File: config.mk
export PLATFORM = sky130hd
export DESIGN_NAME = task3_feeder
export DESIGN_NICKNAME = d
export VERILOG_FILES = /design/src/rtl/task3_pkg.sv /design/src/rtl/task3_fifo.sv /design/src/rtl/task3_feeder.sv
export SDC_FILE = /design/constraint.sdc
export NUM_CORES = 1
export LEC_CHECK = 0
export CORE_ASPECT_RATIO = 0.9
export CORE_MARGIN = 5
export CORE_UTILIZATION = 60
export DETAILED_ROUTE_END_ITERATION = 6
export GPL_TIMING_DRIVEN = 0
export PLACE_DENSITY = 0.82
export SYNTH_ARGS = -nofsm -noshare
export SYNTH_HDL_FRONTEND = slang
export SYNTH_SLANG_ARGS = --single-unit
File: constraint.sdc
create_clock -name i_clock -period 5.3 [get_ports i_clock]
set_input_delay 1.59 -clock i_clock [delete_from_list [all_inputs] [get_ports i_clock]]
set_output_delay 1.59 -clock i_clock [all_outputs]
set_load 0.01 [all_outputs]
File: src/rtl/task3_pkg.sv
// Shared definitions for the task3 packet feeder: default word width and FSM state encoding.
package task3_pkg;

   localparam int WIDTH_DEF = 33;

   typedef enum logic [1:0] {
      ST_IDLE = 2'd0,
      ST_SEND = 2'd1,
      ST_GAP  = 2'd2
   } state_t;

endpackage

File: src/rtl/task3_fifo.sv
// Synchronous FIFO with push/pop, registered occupancy count and derived full/empty flags.
module task3_fifo
   import task3_pkg::*;
#(
   parameter  int WIDTH = WIDTH_DEF + 1,
   parameter  int DEPTH = 16,
   localparam int AW    = $clog2(DEPTH),
   localparam int CW    = $clog2(DEPTH + 1)
)
(
   input  logic             i_clock,
   input  logic             i_reset,
   input  logic             i_push,
   input  logic             i_pop,
   input  logic [WIDTH-1:0] i_data,
   output logic [WIDTH-1:0] o_head,
   output logic             o_full,
   output logic             o_empty,
   output logic [CW-1:0]    o_count
);

   logic [WIDTH-1:0] r_mem [DEPTH];
   logic [AW-1:0]    r_wr_ptr;
   logic [AW-1:0]    r_rd_ptr;
   logic [CW-1:0]    r_count;
   logic             w_push;
   logic             w_pop;

   // Overfilling or underflowing would corrupt the pointers, so guard locally as well.
   assign w_push = i_push && (r_count != CW'(DEPTH));
   assign w_pop  = i_pop  && (r_count != '0);

   always_ff @(posedge i_clock) begin
      if (w_push) begin
         r_mem[r_wr_ptr] <= i_data;
      end
   end

   always_ff @(posedge i_clock) begin
      if (i_reset) begin
         r_wr_ptr <= '0;
         r_rd_ptr <= '0;
         r_count  <= '0;
      end else begin
         if (w_push) begin
            r_wr_ptr <= r_wr_ptr + AW'(1);
         end
         if (w_pop) begin
            r_rd_ptr <= r_rd_ptr + AW'(1);
         end
         case ({w_push, w_pop})
            2'b10:   r_count <= r_count + CW'(1);
            2'b01:   r_count <= r_count - CW'(1);
            default: r_count <= r_count;
         endcase
      end
   end

   assign o_head  = r_mem[r_rd_ptr];
   assign o_full  = (r_count == CW'(DEPTH));
   assign o_empty = (r_count == '0);
   assign o_count = r_count;

endmodule

File: src/rtl/task3_feeder.sv
// Buffers host-pushed words and replays each complete packet to task3 as a start-qualified burst.
//   state | meaning
//   IDLE  | waiting for a complete packet; launches one when pkt_cnt > 0
//   SEND  | popping one word per cycle until the last word of the packet
//   GAP   | start low for GAP cycles, then back to IDLE (which may launch at once)
module task3_feeder
   import task3_pkg::*;
#(
   parameter  int WIDTH = WIDTH_DEF,
   parameter  int DEPTH = 16,
   parameter  int GAP   = 1,
   localparam int CW    = $clog2(DEPTH + 1),
   localparam int GW    = (GAP > 1) ? $clog2(GAP) : 1
)
(
   input  logic             i_clock,
   input  logic             i_reset,
   input  logic [WIDTH-1:0] i_wr_data,
   input  logic             i_wr_en,
   input  logic             i_wr_last,
   output logic             o_full,
   output logic             o_overflow,
   output logic             o_trunc,
   output logic [WIDTH-1:0] o_data,
   output logic             o_start
);

   state_t          r_state;
   state_t          w_state_nxt;
   logic [GW-1:0]   r_gap_cnt;
   logic [GW-1:0]   w_gap_nxt;
   logic [CW-1:0]   r_pkt_cnt;
   logic [WIDTH-1:0] r_data;
   logic            r_start;
   logic            r_overflow;
   logic            r_trunc;

   logic            w_full;
   logic            w_empty;
   logic [CW-1:0]   w_count;
   logic [WIDTH:0]  w_head;
   logic            w_head_last;
   logic            w_accept;
   logic            w_force;
   logic            w_push_last;
   logic            w_pop;
   logic            w_pop_last;

   assign w_accept    = i_wr_en && !w_full;
   // A partial packet filling every entry could never be launched; close it off instead.
   assign w_force     = w_accept && !i_wr_last && (r_pkt_cnt == '0) && !w_pop &&
                        (w_count == CW'(DEPTH - 1));
   assign w_push_last = i_wr_last || w_force;
   assign w_head_last = w_head[WIDTH];
   assign w_pop_last  = w_pop && w_head_last;

   task3_fifo #(
      .WIDTH (WIDTH + 1),
      .DEPTH (DEPTH)
   ) u_fifo (
      .i_clock (i_clock),
      .i_reset (i_reset),
      .i_push  (w_accept),
      .i_pop   (w_pop),
      .i_data  ({w_push_last, i_wr_data}),
      .o_head  (w_head),
      .o_full  (w_full),
      .o_empty (w_empty),
      .o_count (w_count)
   );

   always_comb begin
      w_state_nxt = r_state;
      w_gap_nxt   = r_gap_cnt;
      w_pop       = 1'b0;
      unique case (r_state)
         ST_IDLE: begin
            if (r_pkt_cnt != '0) begin
               w_pop       = 1'b1;
               w_state_nxt = w_head_last ? ST_GAP : ST_SEND;
               w_gap_nxt   = GW'(GAP - 1);
            end
         end
         ST_SEND: begin
            w_pop = !w_empty;
            if (w_head_last) begin
               w_state_nxt = ST_GAP;
               w_gap_nxt   = GW'(GAP - 1);
            end
         end
         ST_GAP: begin
            if (r_gap_cnt == '0) begin
               w_state_nxt = ST_IDLE;
            end else begin
               w_gap_nxt = r_gap_cnt - GW'(1);
            end
         end
         default: w_state_nxt = ST_IDLE;
      endcase
   end

   always_ff @(posedge i_clock) begin
      if (i_reset) begin
         r_state    <= ST_IDLE;
         r_gap_cnt  <= '0;
         r_pkt_cnt  <= '0;
         r_data     <= '0;
         r_start    <= 1'b0;
         r_overflow <= 1'b0;
         r_trunc    <= 1'b0;
      end else begin
         r_state    <= w_state_nxt;
         r_gap_cnt  <= w_gap_nxt;
         r_start    <= w_pop;
         r_data     <= w_pop ? w_head[WIDTH-1:0] : '0;
         r_overflow <= i_wr_en && w_full;
         r_trunc    <= w_force;
         case ({w_accept && w_push_last, w_pop_last})
            2'b10:   r_pkt_cnt <= r_pkt_cnt + CW'(1);
            2'b01:   r_pkt_cnt <= r_pkt_cnt - CW'(1);
            default: r_pkt_cnt <= r_pkt_cnt;
         endcase
      end
   end

   assign o_full     = w_full;
   assign o_overflow = r_overflow;
   assign o_trunc    = r_trunc;
   assign o_data     = r_data;
   assign o_start    = r_start;

endmodule
==> flow_summary.ini <==
[status]
status = finished clean

[worst_setup_path]
endpoint_kind = flip-flop
cp.arrival_ps = 4820
critPathMostFrequentCell = buf_6
worstPathRequired_ps = 5610
crit_fanout = 9
cpPeakStageDelay_ps = 690
cp_slowest_cell = nor3_2
crit_type = in2reg
worst_setup_path_start_kind = input port
worst-path-buf-inv = 5
cp_top_family = buffers and inverters
crit_path_cell_trace = clkdlybuf4s50_1 > a21boi_1 > nand2_1 > nor3_2 > buf_4 > buf_6 > buf_8 > buf_6

[sta]
slew_viol_final = 0
worstMarginPinSlew_ps = 1088
hold_viol = 0
slew_headroom_pct = 27.46
period_minus_slack_ps = 4515
fmax_mhz = 221.5
skew_ps = 12.74
rsz0062_at_grt = no
fin_crit_sh_pct = 85.19
finalSetupViolCount = 0
tns_ps = 0
fin_hold_ws_ps = 547.8

[synth]
synth_common_cells = edfxtp_1 (544), mux4_2 (136), mux2i_1 (71)
synth_top_family_by_area = multiplexers
synth_area_leader_cell = edfxtp_1
post-synth-top-count-cell = edfxtp_1
netlist_area_um2 = 22870
synth_ff_type = edfxtp_1
yosysTopAreaCellShare_pct = 71.42
synthSimpleGateAreaFrac_pct = 2.090
seq_area_frac_synth_pct = 76.67
synth_fa_ha_area_share_pct = 0.8862
ys_warn_count = 0
synth_cell_types = 47
ys_ff_latch = 604
synthArstFlopShare_pct = 0
syn_area_per_cell_um2 = 22.01
syn_inst = 1039
synth_edf_count = 544
synth-xor-area-share_pct = 0.2680
syn_nets = 1091
muxShareOfSynthArea_pct = 16.84
synth_compound_area_share_pct = 1.767
synth.area.top_cells = edfxtp_1 (71%), mux4_2 (13%), dfxtp_1 (5.3%)

[finish]
final_area_um2 = 26630
post-route-util_pct = 71.06
nets = 1250
syn_to_final_growth_pct = 16.42
fin_cells = 1731
drive_gt1_share_pct = 25.68

[placed_design]
placed_cells = 1623
place_area_um2 = 24760
port_buffers = 73
place_congestion = 0.7832
hpwl_um = 30180

[clocking]
htree_levels = 2
cts_tree = yes
ctsResizeCount = 0
cts_hold_buf = 0
clock_latency_ps = 600
post_cts.repair.setup_buffers = 0
cts.sinks = 604
clk_pin_slew_worst_paths_ps = 60
cts_buffer_depth = 3
cts_buffers = 56
cts-root-buf = clkbuf_16

[global_routing]
grt_max_degree = 26
grt_pass1_vias = 11690
grt_usage_pct = 24.77
gr-total-overflow = 0
antenna_found_initial = 1
grt_pass1_wl_um = 76410

[pwr]
peakVddDrop_v = 0.0003550
p_per_area_nw_per_um2 = 447.7
p_leak_uw = 0.008389

[drt]
remaining_drc_errors = 0
drt_first_pass_iters = 5
viasPerCell = 6.575
wl_per_cell_um = 30.02
routed_wl_um = 51970
vias = 11380
drtIter0Drc = 1654
ant_nets = 0

[die]
chipHeight_um = 195.2
die_w_um = 215.8
start_util_pct = 61.04
die_area_um2 = 42130
ios = 74
coreArea_um2 = 37470
num_rows = 67

[flow_run]
cap_violations = 0

[hold_path]
hp-class = reg2reg
==> per-layer routing <==
metal / vias up / part of all wire (%) / global-route usage [%]
met5: - / 0 / 0
met4: 0 / 2.4 / 6.566
met3: 111 / 9.2 / 4.413
met2: 753 / 51 / 41.64
met1: 5881 / 38 / 34.38
li1: 4636 / - / -
==> through the flow <==
step                setup WS [ps]  total power, µW
global placement            -3031             7773
CTS                         835.8            11960
detailed placement          285.6             7889
global route                680.9            12330
finish                      785.0            11920
floorplan                   277.8             7046
==> worst paths after layout <==
| path | from | endpoint | slack, ps | cells after the start |
|---|---|---|---|---|
| max | i_wr_en | u_fifo.r_mem[0][20]$_DFFE_PP_ | 780 | 8 |
| min | r_pkt_cnt[2]$_SDFFE_PP0P_ | r_pkt_cnt[2]$_SDFFE_PP0P_ | 550 | 2 |
| max reg2reg | flip-flop | r_pkt_cnt[4]$_SDFFE_PP0P_ | 1540 | 11 |
| min reg2reg | r_pkt_cnt[2]$_SDFFE_PP0P_ | r_pkt_cnt[2]$_SDFFE_PP0P_ | 550 | 2 |
==> worst reg2reg max path, cell delays in order, from the launching register on <==
cell	delay, ps
dfxtp_1	350
clkbuf_1	260
clkbuf_1	690
mux2i_1	280
nor4b_1	340
ha_1	330
inv_1	100
fa_1	400
nand2b_1	160
a21oi_1	150
mux2i_1	230
mux2_2	340
==> cells in the final DEF, fill, tap and decap left out, types with 4 or more instances in the layout <==
cell	count
clkbuf_8	7
nand2_1	7
clkinv_2	10
buf_2	20
mux4_2	136
nor2_1	25
inv_1	10
buf_6	13
xor2_1	5
nor2_4	12
buf_4	11
clkbuf_16	58
nor3_2	4
buf_1	6
a21oi_1	9
mux2_2	7
nand2b_1	6
nor2b_1	5
edfxtp_1	544
buf_12	11
bufinv_16	5
clkdlybuf4s50_1	73
buf_8	5
clkbuf_1	29
o22ai_2	10
dfxtp_1	60
ha_1	13
o22ai_1	23
clkinv_1	6
mux2i_1	71
==> area by class of cell <==
cell class | count | area [µm²]
inverter | 10 | 37.54
tap | 483 | 604.3
clock inverter | 23 | 247.7
timing repair buffer | 101 | 1174
antenna | 2 | 5.005
buffer | 51 | 300.3
multi-input combinational | 374 | 5109
fill | 2067 | 10840
clock buffer | 83 | 1615
sequential | 604 | 17540
==> state kept, by name, indices dropped and copies added (netlist names), named ones only <==
register / flops
u_fifo.r_wr_ptr: 4
o_data: 33
u_fifo.r_rd_ptr: 4
u_fifo.r_mem: 544
r_state: 2
o_overflow: 1
r_pkt_cnt: 5
u_fifo.o_count: 5
o_trunc: 1
o_start: 1
==> kinds of logic (layout without fill, tap and decap cells) <==
logic type	after synthesis	after routing
other cells	0	2
xor+xnor	7	7
flops	604	604
mux	214	214
buf+inv	61	268
simple gates	86	86
fa+ha+maj	15	15
compound gates	52	52
==> where the power goes <==
part	leakage, µW	internal (µW)	total, µW	switching, µW
clock	0.000917	2350	4060	1700
sequential	0.00540	5500	5640	146
combinational	0.00207	1010	2220	1210
Note: power is estimated with default switching activity, not from simulation.
